--- src/rtl/tuner_phy_ctrl_arb.sv ---
// Tuner controller arbiter: grants search/lock tune requests, drives the tuner code, returns sampled power.
// Optional: define TUNER_ARB_RR_EN for round-robin tie-break in INIT (default: lock has fixed priority).
module tuner_phy_ctrl_arb #(
   parameter int CODE_WIDTH     = 8,
   parameter int PWR_WIDTH      = 8,
   parameter int SYNC_CYCLES    = 4,
   parameter int TIMEOUT_CYCLES = 64
) (
   input  logic                  clk,
   input  logic                  rst_n,
   input  logic                  i_search_req,
   input  logic [CODE_WIDTH-1:0] i_search_code,
   output logic                  o_search_ack,
   input  logic                  i_lock_req,
   input  logic [CODE_WIDTH-1:0] i_lock_code,
   output logic                  o_lock_ack,
   output logic [PWR_WIDTH-1:0]  o_rsp_pwr,
   output logic                  o_rsp_err,
   output logic [CODE_WIDTH-1:0] o_tuner_code,
   output logic                  o_tuner_valid,
   output logic                  o_pwr_read,
   input  logic                  i_pwr_valid,
   input  logic [PWR_WIDTH-1:0]  i_pwr,
   output logic [1:0]            o_grant,
   output logic [1:0]            o_state
);

   typedef enum logic [1:0] {
      CH_NULL   = 2'd0,
      CH_SEARCH = 2'd1,
      CH_LOCK   = 2'd2
   } tuner_ctrl_ch_e;

   typedef enum logic [1:0] {
      ARB_CTRL_INIT   = 2'd0,
      ARB_CTRL_TUNE   = 2'd1,
      ARB_CTRL_SYNC   = 2'd2,
      ARB_CTRL_COMMIT = 2'd3
   } tuner_phy_ctrl_arb_state_e;

   // One counter spans settle and read window: read starts at READ_AT, times out at TMO_AT.
   localparam int CNT_W = $clog2(SYNC_CYCLES + TIMEOUT_CYCLES + 1);
   localparam logic [CNT_W-1:0] READ_AT = CNT_W'(SYNC_CYCLES);
   localparam logic [CNT_W-1:0] TMO_AT  = CNT_W'(SYNC_CYCLES + TIMEOUT_CYCLES - 1);

   tuner_phy_ctrl_arb_state_e state_q, state_d;
   tuner_ctrl_ch_e            grant_q, grant_d;
   tuner_ctrl_ch_e            win;
   logic [CODE_WIDTH-1:0]     code_q, code_d;
   logic                      tvalid_q, tvalid_d;
   logic [CNT_W-1:0]          cnt_q, cnt_d;
   logic [PWR_WIDTH-1:0]      pwr_q, pwr_d;
   logic                      err_q, err_d;
   logic                      read_phase;
`ifdef TUNER_ARB_RR_EN
   tuner_ctrl_ch_e            last_q, last_d;
`endif

   always_comb begin
      win = CH_NULL;
      if (i_lock_req && i_search_req) begin
`ifdef TUNER_ARB_RR_EN
         win = (last_q == CH_LOCK) ? CH_SEARCH : CH_LOCK;
`else
         win = CH_LOCK;
`endif
      end else if (i_lock_req) begin
         win = CH_LOCK;
      end else if (i_search_req) begin
         win = CH_SEARCH;
      end
   end

   assign read_phase = (state_q == ARB_CTRL_SYNC) && (cnt_q >= READ_AT);

   always_comb begin
      state_d  = state_q;
      grant_d  = grant_q;
      code_d   = code_q;
      tvalid_d = 1'b0;
      cnt_d    = cnt_q;
      pwr_d    = pwr_q;
      err_d    = err_q;
`ifdef TUNER_ARB_RR_EN
      last_d   = last_q;
`endif
      case (state_q)
         ARB_CTRL_INIT: begin
            if (win != CH_NULL) begin
               grant_d  = win;
               code_d   = (win == CH_LOCK) ? i_lock_code : i_search_code;
               tvalid_d = 1'b1;
               state_d  = ARB_CTRL_TUNE;
`ifdef TUNER_ARB_RR_EN
               last_d   = win;
`endif
            end
         end
         ARB_CTRL_TUNE: begin
            cnt_d   = '0;
            state_d = ARB_CTRL_SYNC;
         end
         ARB_CTRL_SYNC: begin
            if (!read_phase) begin
               cnt_d = cnt_q + 1'b1;
            end else if (i_pwr_valid) begin
               pwr_d   = i_pwr;
               err_d   = 1'b0;
               state_d = ARB_CTRL_COMMIT;
            end else if (cnt_q == TMO_AT) begin
               pwr_d   = '0;
               err_d   = 1'b1;
               state_d = ARB_CTRL_COMMIT;
            end else begin
               cnt_d = cnt_q + 1'b1;
            end
         end
         ARB_CTRL_COMMIT: begin
            grant_d = CH_NULL;
            cnt_d   = '0;
            state_d = ARB_CTRL_INIT;
         end
         default: state_d = ARB_CTRL_INIT;
      endcase
   end

   always_ff @(posedge clk or negedge rst_n) begin
      if (!rst_n) begin
         state_q  <= ARB_CTRL_INIT;
         grant_q  <= CH_NULL;
         code_q   <= '0;
         tvalid_q <= 1'b0;
         cnt_q    <= '0;
         pwr_q    <= '0;
         err_q    <= 1'b0;
`ifdef TUNER_ARB_RR_EN
         last_q   <= CH_NULL;
`endif
      end else begin
         state_q  <= state_d;
         grant_q  <= grant_d;
         code_q   <= code_d;
         tvalid_q <= tvalid_d;
         cnt_q    <= cnt_d;
         pwr_q    <= pwr_d;
         err_q    <= err_d;
`ifdef TUNER_ARB_RR_EN
         last_q   <= last_d;
`endif
      end
   end

   assign o_search_ack  = (state_q == ARB_CTRL_COMMIT) && (grant_q == CH_SEARCH);
   assign o_lock_ack    = (state_q == ARB_CTRL_COMMIT) && (grant_q == CH_LOCK);
   assign o_rsp_pwr     = pwr_q;
   assign o_rsp_err     = err_q;
   assign o_tuner_code  = code_q;
   assign o_tuner_valid = tvalid_q;
   assign o_pwr_read    = read_phase;
   assign o_grant       = grant_q;
   assign o_state       = state_q;

endmodule

--- config.mk ---
export PLATFORM = sky130hd
export DESIGN_NAME = tuner_phy_ctrl_arb
export DESIGN_NICKNAME = d
export VERILOG_FILES = /design/src/rtl/tuner_phy_ctrl_arb.sv
export SDC_FILE = /design/constraint.sdc
export NUM_CORES = 1
export LEC_CHECK = 0
export ABC_AREA = 1
export CORE_UTILIZATION = 41
export CTS_CLUSTER_SIZE = 8
export DETAILED_ROUTE_END_ITERATION = 8
export PLACE_DENSITY = 0.87
export SYNTH_ARGS = -nofsm -noshare
export SYNTH_HDL_FRONTEND = slang
export SYNTH_SLANG_ARGS = --single-unit
--- constraint.sdc ---
create_clock -name clk -period 1.6 [get_ports clk]
set_clock_uncertainty 0.15 [all_clocks]
set_input_delay 0.32 -clock clk [delete_from_list [all_inputs] [get_ports clk]]
set_output_delay 0.32 -clock clk [all_outputs]
set_load 0.01 [all_outputs]
# ---- Word level (Yosys, flattened, before mapping)
# Cells that the tools add are included.
dict set report op_classes {
  n_bitwise 0
  mul 0
  n_shift 0
  order_cmp 1
  n_reduce_logical 15
  n_addsub 1
  n_eq_ne 12
  muxes 21
  div 0
}
# operator count
set ops {}
lappend ops {{$mux 8} 3}
lappend ops {{$mux 7} 3}
lappend ops {{$mux 2} 7}
lappend ops {{$pmux 7 s2} 1}
lappend ops {{$reduce_and 3->1} 3}
lappend ops {{$eq 2x2->1 const B} 4}
lappend ops {{$pmux 2 s4} 1}
lappend ops {{$reduce_bool 2->1} 4}
lappend ops {{$add 7x1->7 const B} 1}
lappend ops {{$eq 7x7->1 const B} 1}
lappend ops {{$ge 7x3->1 const B} 1}
lappend ops {{$ne 3x3->1 const B} 2}
lappend ops {{$mux 1} 5}
lappend ops {{$eq 2x1->1 const B} 2}
lappend ops {{$logic_and 1x1->1} 4}
lappend ops {{$ne 2x2->1 const B} 2}
lappend ops {{$pmux 2 s2} 1}
lappend ops {{$reduce_and 2->1} 2}
lappend ops {{$ne 3x2->1 const B} 1}
lappend ops {{$logic_not 2->1} 1}
lappend ops {{$reduce_or 2->1} 1}
dict set report totals {
  ramBits 0
  input_bits 29
  rom_bits 0
  latch_bits 0
  mem_count 0
  wordCells 57
  reg_bits 29
  out_inout_bits 25
}

# ---- Depth between registers and ports, before layout
# Gate-level depths: netlist of run 1.
dict set report logic_depth {
  depth_word 6
  depth_mapped 9
  ltp_nobuf 9
}

# ---- Worst setup path before layout of run 1
# Ideal clock, no wire load.
dict set report synth_timing {
  kind {reg-to-reg}
  from {register state_q[0], in the netlist o_state[0]}
  to {register cnt_q[2]}
  arrival_ns 1.372
  required_time_ns 1.384
  setup_slack_ns 0.013
  period_less_slack_ns 1.587
  path_buffers 1
  stages_incl_launch_ff 7
  setup_time_ns 0.066
  cell_sequence {dfrtp_1 -> ha_1 -> or2_1 -> clkbuf_1 -> nor3b_1 -> nand3_1 -> nand2_1}
}
dict set report synth_between {
  elab_chain_cells 4
}
# item line_no
set synth_lines {}
lappend synth_lines {{start, declared} 46} ;# tuner_phy_ctrl_arb_state_e state_q, state_d;
lappend synth_lines {{start signal, assigned} 140} ;# state_q <= state_d;
lappend synth_lines {{$eq 2x2->1 (tied with other cells)} {74, 87}}
lappend synth_lines {{$logic_and 1x1->1 / $reduce_or 2->1 (equally long branches)} -}
lappend synth_lines {{$ne 3x3->1 (no source line) (tied with other cells)} -}
lappend synth_lines {{$reduce_and 3->1 (no source line) / $pmux 7 s2 (equally long branches)} -}
lappend synth_lines {{end signal, assigned} 144} ;# cnt_q <= cnt_d;
lappend synth_lines {{end, declared} 51} ;# logic [CNT_W-1:0] cnt_q, cnt_d;
# Several ways; a longest one is shown, not always the timed one.
# A chain may end at the register's enable or synchronous reset.

# ---- Final worst setup path of run 1
dict set report layout_timing {
  from {register state_q[1], in the netlist o_state[1]}
  to {output port o_search_ack}
}
dict set report layout_between {
  elab_chain_cells 2
}
# item line_no
set layout_lines {}
lappend layout_lines {{$eq 2x2->1} 153} ;# assign o_search_ack = (state_q == ARB_CTRL_COMMIT) && (grant_q == CH_SEARCH);
lappend layout_lines {{$logic_and 1x1->1} 153}
lappend layout_lines {{end, declared} 13} ;# output logic o_search_ack,
# No other way between the ends.

==> results of run 1 <==
[worst register-to-register path, cell delays in order (launching register included)]
cell     delay, ps
dfrtp_2        440
buf_4          170
inv_4           80
ha_4           180
nand2_1         90
nor2_2         170
nor2_1         100
o22ai_1        160
[per-stage QoR]
step	TNS (ps)	power (mW)	setup slack [ps]	utilization [%]
2_1_floorplan	0	2.27	12.7	-
3_3_place_gp	-790	3.28	-222	63.1
3_5_place_dp	-1430	3.35	-335	63.1
4_1_cts	-360	3.85	-174	65.7
5_1_grt	-539	4.37	-105	69.6
6_report	-218	4.06	-67.3	69.6
[where the power goes]
part	switching, mW	leakage, nW	internal, mW
Sequential	0.216	0.358	1.06
Combinational	1.20	0.885	1.05
Clock	0.253	0.0399	0.285
Total	1.67	1.28	2.40
[kinds of logic (layout without fill, tap and decap cells)]
logic type / after synthesis / count (layout) / synth area share (%)
buf+inv: 25 / 107 / 7.61
simple gates: 124 / 126 / 35.0
fa+ha+maj: 7 / 7 / 5.49
compound gates: 14 / 14 / 6.36
flops: 29 / 29 / 45.5
[final timing paths]
kind | endpoint | slack (ps) | cells past startpoint
max | o_search_ack | -70 | 4
min | o_grant[1] | 260 | 2
max reg2reg | o_grant[1] | -20 | 7
min reg2reg | o_rsp_pwr[1] | 310 | 2
max in group asynchronous | o_state[1] | 870 | 2
min in group clk | o_rsp_pwr[1] | 310 | 2
[what timing repair did]
action | in CTS | in global routing
setup endpoints to repair | 39 | 18
gates resized for setup | 51 | 26
pin swaps | 3 | 16
buffers inserted | 1 | 5
gates cloned | 1 | 1
[registers in the layout (all words and copies together), names as in the netlist]
| signal | flops |
|---|---|
| o_tuner_valid | 1 |
| o_rsp_pwr | 8 |
| o_tuner_code | 8 |
| o_state | 2 |
| o_rsp_err | 1 |
| o_grant | 2 |
| cnt_q | 7 |
[cell usage in the layout (no fill, tap or decap), types with 3 or more instances in the layout]
cell type | netlist | layout
inv_2 | 0 | 3
clkbuf_8 | 0 | 5
nor2_1 | 22 | 20
ha_4 | 0 | 5
nand2_4 | 2 | 6
buf_2 | 1 | 3
nand3_2 | 2 | 4
buf_6 | 0 | 3
nand3_1 | 13 | 11
nand2_1 | 72 | 70
dlygate4sd2_1 | 0 | 20
inv_1 | 18 | 13
nor2_2 | 2 | 3
a31oi_1 | 8 | 8
dfrtp_1 | 29 | 27
buf_4 | 2 | 24
clkdlybuf4s50_1 | 0 | 28
inv_4 | 1 | 3
[per-layer routing]
metal	part of all wire (%)	GRT usage, %	vias to the layer above
met4	2.2	11.1	0
li1	-	-	799
met2	53	37.2	62
met5	0	0	-
met3	6.2	6.96	9
met1	39	25.0	763
[final cells by class]
cell class                 count  share of cell area [%]
clock buffer                   5                    2.68
clock inverter                 1                   0.195
inverter                      20                    3.22
multi-input combinational    147                    34.8
sequential                    29                    28.4
tap                           48                    2.34
timing repair buffer          81                    28.4
==> flow_summary.json, run 1 <==
{
  "grt_pass1_wl_mm": 6.87,
  "slowest_stage": "dfrtp_2",
  "io_buffers": 53,
  "cp_max_fo": 3,
  "syn_area_um2": 1590,
  "grt_usage_pct": 22.1,
  "area.growth.synth_to_final_pct": 61.0,
  "crit_buf_inv": 2,
  "synth-edff-count": 0,
  "post-route-cell-area_um2": 2570,
  "crit_family": "flip-flops",
  "rsz0062_at_grt": "yes",
  "grt_overflow": 0,
  "post-route-min-period_ps": 1670,
  "clkSlewWorstSetupHoldPaths_ps": 60,
  "syn_inst": 199,
  "vias": 1633,
  "synth_nets": 235,
  "cts-root-buf": "clkbuf_8",
  "drt-initial-drc-count": 47,
  "crit_path_max_incr_delay_ps": 420,
  "regArea_um2": 728,
  "arrival_ps": 1200,
  "period_share_pct": 104,
  "dieArea_um2": 4140,
  "clockBufferDepth": 2,
  "fin_hold_ws_ps": 261,
  "multi_input_area_um2": 892,
  "drive_gt1_share_pct": 26.9,
  "ys_seq_area_share_pct": 45.5,
  "setup_viol": 6,
  "synth_most_common_cell": "nand2_1",
  "die_y_um": 64.4,
  "dp_cells": 318,
  "htree_num_levels": 2,
  "placed_area_um2": 2330,
  "fin_cells": 331,
  "end_kind": "output port",
  "powerDensity_nw_per_um2": 1580,
  "synth-seq-cells": 29,
  "antennaDiodeCount": 0,
  "startpoint": "o_state[1]",
  "cts_hold_buf": 0,
  "max_freq_mhz": 600,
  "synth_common_cells": "72 x nand2_1, 29 x dfrtp_1, 22 x nor2_1, 18 x inv_1, 13 x nand3_1",
  "critPathKind": "reg -> out",
  "dp_hpwl_mm": 2.85,
  "core-area_um2": 3690,
  "avgRoutedWirePerCell_um": 13.1,
  "yosysTopAreaCell": "dfrtp_1",
  "viasPerCell": 4.93,
  "critPathLaunchType": "flop",
  "synth_cell_types": 28,
  "clock_sinks": 29,
  "cts_tree": "yes",
  "vdd_drop_max_uv": 1070,
  "avgSynthCellArea_um2": 8.01,
  "required_ps": 1130,
  "fp.dieW_um": 64.4,
  "setup_slack_ps": -67.3,
  "num_rows": 22,
  "gp_congestion": 0.867,
  "crit_chain": "ha_4 -> inv_4 -> nor3_2 -> buf_2",
  "routed_wl_mm": 4.33,
  "drtAntennaViolNets": 0,
  "slew_headroom_pct": 83.6,
  "yosysWarnings": 0,
  "outcome": "finished, violations left",
  "worst_skew_pair.late_latency_ps": 280,
  "start_util_pct": 43.2,
  "drc_errors": 0,
  "tightest_slew_ps": 245,
  "n_fill_cell": 290,
  "num-nets-final": 320,
  "cap_violations": 0,
  "cts_buffers": 5,
  "hold_violations": 0,
  "r2r_start": "o_state[1]",
  "grt_pass1_vias": 1573,
  "grt_max_degree": 30,
  "p_leak_nw": 1.28,
  "slew_viol_final": 0,
  "ys_async_sr_fraction_pct": 100,
  "synth_top_cell_area_share_pct": 45.5,
  "hp-class": "in -> async",
  "first_pass_iters": 4,
  "grt_antenna_before_repair": 0,
  "synth_flop_cell": "dfrtp_1",
  "synthTopCellsByArea": "dfrtp_1 46%, nand2_1 17%, ha_1 5.5%",
  "violations": "negative setup slack",
  "ioPinCount": 54
}
(Power assumes the default switching activity.)
==> run 2, diff against run 1 <==
Settings changed: CTS_BUF_LIST set to sky130_fd_sc_hd__clkbuf_4 sky130_fd_sc_hd__clkbuf_8 sky130_fd_sc_hd__clkbuf_16.
==> results of run 2 <==
Same layout as run 1: the final DEF is identical, and so are final timing and power.
